<file path="src/rtl/load_store_unit_pkg.sv">
// ============================================================================
// Module   : load_store_unit_pkg
// Purpose  : Shared types for the load/store unit (funct3 codes, LSU states).
// Revision : 1.0 - initial release
// ============================================================================
`default_nettype none

package load_store_unit_pkg;

   localparam int DATA_ADDR_WIDTH = 32;
   localparam int BYTE_EN_WIDTH   = 4;

   typedef enum logic [2:0] {
      MEM_F3_B  = 3'b000,
      MEM_F3_H  = 3'b001,
      MEM_F3_W  = 3'b010,
      MEM_F3_BU = 3'b100,
      MEM_F3_HU = 3'b101
   } mem_funct3_e;

   typedef enum logic [1:0] {
      LSU_IDLE = 2'd0,
      LSU_REQ  = 2'd1,
      LSU_WAIT = 2'd2,
      LSU_DONE = 2'd3
   } lsu_state_e;

endpackage

`default_nettype wire

</file>
<file path="src/rtl/lsu_align.sv">
// ============================================================================
// Module   : lsu_align
// Purpose  : Byte-lane steering, load extraction/extension and fault check.
// Revision : 1.0 - initial release
// ============================================================================
`default_nettype none

module lsu_align
   import load_store_unit_pkg::*;
#(
   parameter int DATA_WIDTH = 32
) (
   input  logic                     i_is_load,
   input  logic [2:0]               i_funct3,
   input  logic [1:0]               i_ea_lo,
   input  logic [DATA_WIDTH-1:0]    i_store_data,
   input  logic [DATA_WIDTH-1:0]    i_load_word,
   output logic [BYTE_EN_WIDTH-1:0] o_be,
   output logic [DATA_WIDTH-1:0]    o_wdata,
   output logic [DATA_WIDTH-1:0]    o_load_data,
   output logic                     o_fault
);

   logic [DATA_WIDTH-1:0] w_shift;

   assign w_shift = i_load_word >> {i_ea_lo, 3'b000};

   always_comb begin
      o_be        = 4'b1111;
      o_wdata     = '0;
      o_load_data = '0;
      o_fault     = 1'b0;
      if (i_is_load) begin
         case (i_funct3)
            MEM_F3_B:  o_load_data = {{(DATA_WIDTH-8){w_shift[7]}}, w_shift[7:0]};
            MEM_F3_BU: o_load_data = {{(DATA_WIDTH-8){1'b0}}, w_shift[7:0]};
            MEM_F3_H: begin
               o_load_data = {{(DATA_WIDTH-16){w_shift[15]}}, w_shift[15:0]};
               o_fault     = i_ea_lo[0];
            end
            MEM_F3_HU: begin
               o_load_data = {{(DATA_WIDTH-16){1'b0}}, w_shift[15:0]};
               o_fault     = i_ea_lo[0];
            end
            MEM_F3_W: begin
               o_load_data = w_shift;
               o_fault     = |i_ea_lo;
            end
            default:   o_fault = 1'b1;
         endcase
      end else begin
         // Sub-word stores replicate the datum so any enabled lane carries it.
         case (i_funct3)
            MEM_F3_B: begin
               o_be    = 4'b0001 << i_ea_lo;
               o_wdata = {4{i_store_data[7:0]}};
            end
            MEM_F3_H: begin
               o_be    = 4'b0011 << i_ea_lo;
               o_wdata = {2{i_store_data[15:0]}};
               o_fault = i_ea_lo[0];
            end
            MEM_F3_W: begin
               o_wdata = i_store_data;
               o_fault = |i_ea_lo;
            end
            default:  o_fault = 1'b1;
         endcase
      end
   end

endmodule

`default_nettype wire

</file>
<file path="src/rtl/load_store_unit.sv">
// ============================================================================
// Module   : load_store_unit
// Purpose  : Memory-access stage: address generation, memory handshake, result.
// Revision : 1.0 - initial release
// ============================================================================
`default_nettype none

module load_store_unit
   import load_store_unit_pkg::*;
#(
   parameter int DATA_WIDTH = 32,
   parameter int ADDR_WIDTH = DATA_ADDR_WIDTH
) (
   input  logic                     clk,
   input  logic                     rst_n,
   input  logic                     i_req_valid,
   output logic                     o_req_ready,
   input  logic                     i_is_load,
   input  logic                     i_is_store,
   input  logic [2:0]               i_funct3,
   input  logic [DATA_WIDTH-1:0]    i_base,
   input  logic [31:0]              i_offset,
   input  logic [DATA_WIDTH-1:0]    i_store_data,
   output logic                     o_mem_req_valid,
   input  logic                     i_mem_req_ready,
   output logic                     o_mem_we,
   output logic [ADDR_WIDTH-1:0]    o_mem_addr,
   output logic [BYTE_EN_WIDTH-1:0] o_mem_be,
   output logic [DATA_WIDTH-1:0]    o_mem_wdata,
   input  logic                     i_mem_rsp_valid,
   input  logic [DATA_WIDTH-1:0]    i_mem_rdata,
   output logic                     o_rsp_valid,
   output logic [DATA_WIDTH-1:0]    o_rsp_data,
   output logic                     o_rsp_fault,
   output logic                     o_busy
);

   lsu_state_e r_state;
   lsu_state_e w_next;

   logic                     r_is_load;
   logic [2:0]               r_funct3;
   logic [1:0]               r_ea_lo;
   logic [ADDR_WIDTH-1:0]    r_mem_addr;
   logic [BYTE_EN_WIDTH-1:0] r_mem_be;
   logic [DATA_WIDTH-1:0]    r_mem_wdata;
   logic                     r_mem_we;
   logic [DATA_WIDTH-1:0]    r_rsp_data;
   logic                     r_rsp_fault;

   logic [31:0]              w_ea;
   logic                     w_idle;
   logic                     w_accept;
   logic                     w_al_load;
   logic [2:0]               w_al_funct3;
   logic [1:0]               w_al_ea_lo;
   logic [BYTE_EN_WIDTH-1:0] w_be;
   logic [DATA_WIDTH-1:0]    w_wdata;
   logic [DATA_WIDTH-1:0]    w_load_data;
   logic                     w_fault;

   assign w_ea     = i_base + i_offset;
   assign w_idle   = (r_state == LSU_IDLE);
   assign w_accept = w_idle && i_req_valid && (i_is_load || i_is_store);

   // The aligner sees live request fields while idle and the latched ones afterwards.
   assign w_al_load   = w_idle ? i_is_load : r_is_load;
   assign w_al_funct3 = w_idle ? i_funct3  : r_funct3;
   assign w_al_ea_lo  = w_idle ? w_ea[1:0] : r_ea_lo;

   lsu_align #(
      .DATA_WIDTH (DATA_WIDTH)
   ) u_align (
      .i_is_load    (w_al_load),
      .i_funct3     (w_al_funct3),
      .i_ea_lo      (w_al_ea_lo),
      .i_store_data (i_store_data),
      .i_load_word  (i_mem_rdata),
      .o_be         (w_be),
      .o_wdata      (w_wdata),
      .o_load_data  (w_load_data),
      .o_fault      (w_fault)
   );

   always_ff @(posedge clk or negedge rst_n) begin
      if (!rst_n) begin
         r_state <= LSU_IDLE;
      end else begin
         r_state <= w_next;
      end
   end

   always_comb begin
      w_next = r_state;
      case (r_state)
         LSU_IDLE: if (w_accept)        w_next = w_fault ? LSU_DONE : LSU_REQ;
         LSU_REQ:  if (i_mem_req_ready) w_next = r_is_load ? LSU_WAIT : LSU_DONE;
         LSU_WAIT: if (i_mem_rsp_valid) w_next = LSU_DONE;
         LSU_DONE:                      w_next = LSU_IDLE;
         default:                       w_next = LSU_IDLE;
      endcase
   end

   always_ff @(posedge clk or negedge rst_n) begin
      if (!rst_n) begin
         r_is_load   <= 1'b0;
         r_funct3    <= 3'b000;
         r_ea_lo     <= 2'b00;
         r_mem_addr  <= '0;
         r_mem_be    <= '0;
         r_mem_wdata <= '0;
         r_mem_we    <= 1'b0;
         r_rsp_data  <= '0;
         r_rsp_fault <= 1'b0;
      end else if (w_accept) begin
         r_is_load   <= i_is_load;
         r_funct3    <= i_funct3;
         r_ea_lo     <= w_ea[1:0];
         r_mem_addr  <= {w_ea[ADDR_WIDTH-1:2], 2'b00};
         r_mem_be    <= w_be;
         r_mem_wdata <= w_wdata;
         r_mem_we    <= ~i_is_load;
         r_rsp_data  <= '0;
         r_rsp_fault <= w_fault;
      end else if ((r_state == LSU_WAIT) && i_mem_rsp_valid) begin
         r_rsp_data  <= w_load_data;
      end
   end

   assign o_req_ready     = w_idle;
   assign o_busy          = ~w_idle;
   assign o_mem_req_valid = (r_state == LSU_REQ);
   assign o_mem_we        = r_mem_we;
   assign o_mem_addr      = r_mem_addr;
   assign o_mem_be        = r_mem_be;
   assign o_mem_wdata     = r_mem_wdata;
   assign o_rsp_valid     = (r_state == LSU_DONE);
   assign o_rsp_fault     = (r_state == LSU_DONE) && r_rsp_fault;
   assign o_rsp_data      = (r_state == LSU_DONE) ? r_rsp_data : '0;

endmodule

`default_nettype wire

</file>
<file path="config.mk">
export PLATFORM = sky130hd
export DESIGN_NAME = load_store_unit
export DESIGN_NICKNAME = d
export VERILOG_FILES = /design/src/rtl/load_store_unit_pkg.sv /design/src/rtl/lsu_align.sv /design/src/rtl/load_store_unit.sv
export SDC_FILE = /design/constraint.sdc
export NUM_CORES = 1
export LEC_CHECK = 0
export CAP_MARGIN = 20
export CORE_UTILIZATION = 45
export DETAILED_ROUTE_END_ITERATION = 8
export GPL_TIMING_DRIVEN = 0
export MAX_ROUTING_LAYER = met4
export PLACE_DENSITY = 0.76
export REMOVE_ABC_BUFFERS = 1
export SLEW_MARGIN = 20
export SYNTH_ARGS = -nofsm -noshare
export SYNTH_HDL_FRONTEND = slang
export SYNTH_SLANG_ARGS = --single-unit
export TNS_END_PERCENT = 20
</file>
<file path="constraint.sdc">
create_clock -name clk -period 3.11 [get_ports clk]
set_input_delay 0.7775 -clock clk [delete_from_list [all_inputs] [get_ports clk]]
set_output_delay 0.7775 -clock clk [all_outputs]
set_load 0.01 [all_outputs]
</file>
Yosys cells after proc, flatten, opt, wreduce, memory -nomap -nowiden

Cells that the tools add are included.

Register bits after elaboration: 108
Input port bits: 138

$add $sub $neg: 1
Eq/ne operators: 10
Shifts and indexed selects: 3
Multiplexer cells: 21
Bitwise gates (word level): 2
Reductions and logical operators: 12

Operator list:

| operator              | number |
|---|---|
| $mux W32              | 5 |
| $pmux W32 S5          | 1 |
| $pmux W32 S3          | 1 |
| $add A32 B32 Y32      | 1 |
| $shr A32 B5 Y32       | 1 |
| $mux W2               | 5 |
| $pmux W2 S4           | 1 |
| $pmux W4 S2           | 1 |
| $eq A3 B3 Y1 const B  | 2 |
| $pmux W1 S3           | 2 |
| $reduce_or A2 Y1      | 3 |
| $eq A2 B2 Y1 const B  | 2 |
| $logic_and A1 B1 Y1   | 4 |
| $mux W4               | 1 |
| $ne A2 B1 Y1 const B  | 2 |
| $shl A1 B2 Y4 const A | 1 |
| $shl A2 B2 Y4 const A | 1 |
| $eq A3 B1 Y1 const B  | 1 |
| $eq A3 B2 Y1 const B  | 1 |
| $logic_not A3 Y1      | 1 |
| $mux W1               | 3 |
| $mux W3               | 1 |
| $reduce_and A3 Y1     | 1 |
| $eq A2 B1 Y1 const B  | 1 |
| other kinds (5)       | 6 |

Longest topological paths before layout

Word-level depth: 9
Gate-level depth with buffers: 11

Modules after synthesis

A second synthesis with hierarchy kept.

Cells, all modules: 965
Area, all modules: 7817.5 µm²

Modules (own cells, without submodules):

| module          | times used | cells each | area an instance (µm²) | seq. area each (µm²) |
|---|---|---|---|---|
| load_store_unit | 1          | 766        | 6391.1                 | 2702.6 |
| lsu_align       | 1          | 199        | 1426.4                 | 0.0 |

Least setup slack after synthesis

Ideal clock, no wire load.

Path type: input-to-reg
From: input i_base[0]
To: register r_mem_addr[12] (netlist: o_mem_addr[12])
Library setup time: 0.133 ns
Data arrival time: 2.743 ns
Required time: 2.977 ns
Path slack: 0.234 ns
Stages on the path: 9
Path buffers: 0
Cell sequence: ha_1 fa_1 a21o_1 a311oi_1 o21ai_0 a221o_2 a21oi_1 xor2_1 o21ai_0

Cells in the longest elaborated chain, start to end: 1

Ends and longest elaborated chain:

| item                 | line                   | source |
|---|---|---|
| from (decl)          | load_store_unit.sv:21  | `input logic [DATA_WIDTH-1:0] i_base,` |
| $add A32 B32 Y32     | load_store_unit.sv:62  | `assign w_ea = i_base + i_offset;` |
| to (signal assigned) | load_store_unit.sv:119 | `r_mem_addr <= {w_ea[ADDR_WIDTH-1:2], 2'b00};` |
| to (decl)            | load_store_unit.sv:44  | `logic [ADDR_WIDTH-1:0] r_mem_addr;` |

Every way passes these cells.
A chain may end at the register's enable or synchronous reset.

Final worst setup path

From: input i_base[4]
To: register r_mem_addr[29] (netlist: o_mem_addr[29])

Same word-level chain as after synthesis.

==> metrics.md <==
| Metric | Value |
|---|---|
| Outcome | finished, final reports clean |
| Nets | 1,173 |
| Netlist Area Pre-Place | 7010 sq um |
| Via count of the first global-routing pass | 6,733 |
| Worst setup EP type | flop |
| Dominant combinational cell family by area after synthesis | compound AO/OA/AOI/OAI gates |
| Met3 Resource Use GR | 4.09% |
| Number of max-cap violations | 0 |
| Worst setup skew after layout | 0.0112 ns |
| Placeable core region | 15,200 sq um |
| Cells after Synth | 764 |
| Die height | 127 um |
| Max Fanout on Critical Path | 6 |
| CTS buffer count | 9 |
| DIE AREA | 16,100 sq um |
| Placer Congestion | 0.872 |
| Worst IR Drop VDD | 0.000428 V |
| Cell variety after synth | 77 |
| Average cell area after synthesis | 9.18 sq um |
| Synth Area in Adders | 6.71% |
| Met1 layer usage reported by global route | 35.6% |
| DRC errors left | 0 |
| Design Power | 8090 uW |
| Wire length of the first global-routing pass | 34.8 mm |
| Largest net degree at the start of global routing | 56 |
| GR met2 Demand/Resource | 44.9% |
| Leak | 0.00452 uW |
| Delay of the slowest critical-path stage | 0.43 ns |
| Most used routing layer in global routing | met2 |
| Kind of launch point of the worst setup path | primary input |
| Post-DP HPWL | 15.8 mm |
| Overall routing resource usage | 28.0% |
| Initial standard-cell utilization of the core | 46.1% |
| Setup WS pre-CTS | -0.829 ns |
| Fill cells | 1,266 |
| Pins over their slew limit | 0 |
| DR pass1 iterations | 5 |
| Count of H-tree levels built during CTS | 3 |
| Maximum clock rate | 330 MHz |
| Share of post-route cells with drive strength above 1 | 8.98% |
| Power density over the cells | 798 nW/um^2 |
| Number of setup violations in the final report | 0 |
| Min Tclk post-route | 3.03 ns |
| CTS tree | built |
| Synthesis Warnings | 0 |
| Period Utilization, post-route | 97.4% |
| Sum of overflow across all layers after global routing | 0 |
| Horiz. Die Dim | 127 um |
| Share of the yosys chip area belonging to registers | 38.5% |
| Number of enable flip-flop cells after synthesis | 0 |
| Routed WL per cell | 18.1 um |
| Initial antenna violation count | 1 |
| Async set-reset flop share out of synthesis | 100% |
| Average via count per standard cell | 5.72 |
| Crit Path Class | primary input to flop |
| Number of hold buffers added after cts | 0 |
| Cell at the root of the clock tree | clkbuf_16 |
| Multiplexer share of the synthesized area | 5.23% |
| Clock transition at the registers of the reported paths | 0.08 ns |
| Internal reg-to-reg setup slack | 0.24 ns |
| Worst-path cell chain | clkdlybuf4s50_1 -> ha_1 -> a21o_1 -> o21bai_4 -> a211oi_4 -> a2111oi_2 -> nor3_2 -> a311o_1 -> o211ai_2 |
| Area fraction in compound gates after synthesis | 27.4% |
| Final TNS setup | 0 ns |
| 1st-iter DRT viols | 455 |
| RSZ-0062 raised after global routing | true |
| Flip-flop cell with the highest count after synthesis | dfrtp_1 |
| Area delta synth->final | 44.6% |
| Arrival time at the worst endpoint | 3.27 ns |
| Yosys reg bits | 108 |
| Share of the synthesized netlist area taken by xor and xnor gates | 3.12% |
| # port buffers | 241 |
| Actual transition at the worst max-transition pin | 0.755 ns |
| Number of clock sinks | 108 |
| Via Count | 6,818 |
| Maximum root-to-sink buffer count | 2 |
| Path category of the worst min-delay check | primary input to async pin |
| Worst max-slew margin expressed relative to the limit | 48.2% |
| Row count | 45 |
| Insertion delay of the later-clocked pin in the worst-skew pair | 0.36 ns |
| Antenna Violating Nets Remaining | 0 |
| CP max-delay cell | a211oi_4 |
| Share of synthesized cell area in and, or, nand and nor gates | 15.2% |
| Required time reported for the critical path endpoint | 3.36 ns |
| Worst Slack Setup Final | 0.0813 ns |
| Top-level port count | 244 |
| Total count of hold-check failures in the final report | 0 |
| DRT Wirelength | 21.6 mm |
==> stage by stage <==
stage / hold slack, ns / area, sq um / util [%] / instances
finish: 0.373 / 10100 / 66.7 / 1191
global route: 0.417 / 10100 / 66.7 / 1191
CTS: 0.389 / 10100 / 66.2 / 1188
detailed placement: 0.464 / 9660 / 63.5 / 1165
global placement: 0.455 / 9470 / 62.3 / 1152
floorplan: 0.442 / 6830 / - / 723
==> placed cells by master, fill, tap and decap left out, drive strengths merged, types with 13 or more instances in the layout <==
master and count:
xor2 13, mux2i 32, o21ai 78, a22o 38, and2 38, inv 23, clkdlybuf4s50 240, dfrtp 108
a21o 26, nand2 117, ha 36, nor2 21, a21oi 63, buf 24
==> sequential cells by signal (all words and copies together) (netlist names) <==
signal       count
o_mem_wdata     32
r_rsp_data      32
o_mem_addr      30
o_mem_be         4
r_funct3         3
r_ea_lo          2
r_state          2
o_mem_we         1
r_is_load        1
r_rsp_fault      1
==> Yosys cell counts (all sizes together) (5+ instances only) <==
| cell type | number | area (sq um) |
|---|---|---|
| a21o | 26 | 203 |
| a21oi | 63 | 334 |
| a222oi | 9 | 90.1 |
| a22o | 38 | 333 |
| a32o | 7 | 70.1 |
| and2 | 38 | 238 |
| and3 | 5 | 32.5 |
| buf | 14 | 85.1 |
| clkbuf | 28 | 106 |
| dfrtp | 108 | 2700 |
| ha | 36 | 450 |
| inv | 20 | 75.1 |
| mux2i | 32 | 333 |
| nand2 | 117 | 444 |
| nand3 | 7 | 35.0 |
| nand4 | 11 | 68.8 |
| nor2 | 21 | 81.3 |
| nor3 | 6 | 40.0 |
| o211ai | 5 | 47.5 |
| o21a | 5 | 37.5 |
| o21ai | 78 | 394 |
| o21bai | 5 | 48.8 |
| o31ai | 5 | 42.5 |
| xnor2 | 12 | 105 |
| xor2 | 13 | 114 |
==> power by group <==
group          internal, uW  switching [uW]  leakage [uW]
Sequential             1980             352       0.00141
Clock                   632             570      0.000144
Combinational          2220            2340       0.00296
==> cells by family after synthesis <==
| family | count (synthesis) |
|---|---|
| AO/OA/AOI/OAI | 274 |
| XOR/XNOR | 25 |
| adder cells (fa/ha/maj) | 37 |
| buffers and inverters | 62 |
| flip-flops | 108 |
| multiplexers | 35 |
| other | 1 |
| AND/OR/NAND/NOR | 222 |
==> worst paths after layout <==
check | startpoint | endpoint | cells after the start
hold / removal | rst_n | o_mem_wdata[10] | 1
hold reg to reg | r_rsp_data[26] | r_rsp_data[26] | 2
max in group asynchronous | rst_n | r_rsp_data[24] | 2
setup reg to reg | r_state[0] | r_rsp_data[28] | 8
min in group clk | r_rsp_data[26] | r_rsp_data[26] | 2
setup / recovery | i_base[4] | o_mem_addr[29] | 9
==> layout make-up <==
type,count,area [sq um],area share [%]
diodes,1,2.50,0.0247
repair buffers,264,2650,26.1
multi-input cells,595,4180,41.2
inverters,20,75.1,0.740
well taps,188,235,2.32
clock inverters,6,71.3,0.703
clock buffers,9,225,2.22
flip-flops and latches,108,2700,26.6
==> per-layer routing <==
| layer | vias to the layer above | part of all wire [%] | wire (um) |
|---|---|---|---|
| li1 | 3262 | - | - |
| met1 | 3234 | 44 | 9420 |
| met2 | 274 | 47 | 10200 |
| met3 | 48 | 5.7 | 1230 |
| met4 | 0 | 3.1 | 676 |
| met5 | - | 0 | 0 |
==> critical path, delay by kind of cell <==
family | cells | cell delay (ns)
simple gates | 1 | 0.32
buf+inv | 1 | 0.42
fa+ha+maj | 1 | 0.39
compound gates | 6 | 1.35
==> what timing repair did <==
item / in CTS / in global routing
setup buffers: 8 / 2
endpoints found under the setup margin: 73 / 41
resized for setup: 9 / 13
pin swaps: 0 / 8
(Power assumes the default switching activity.)
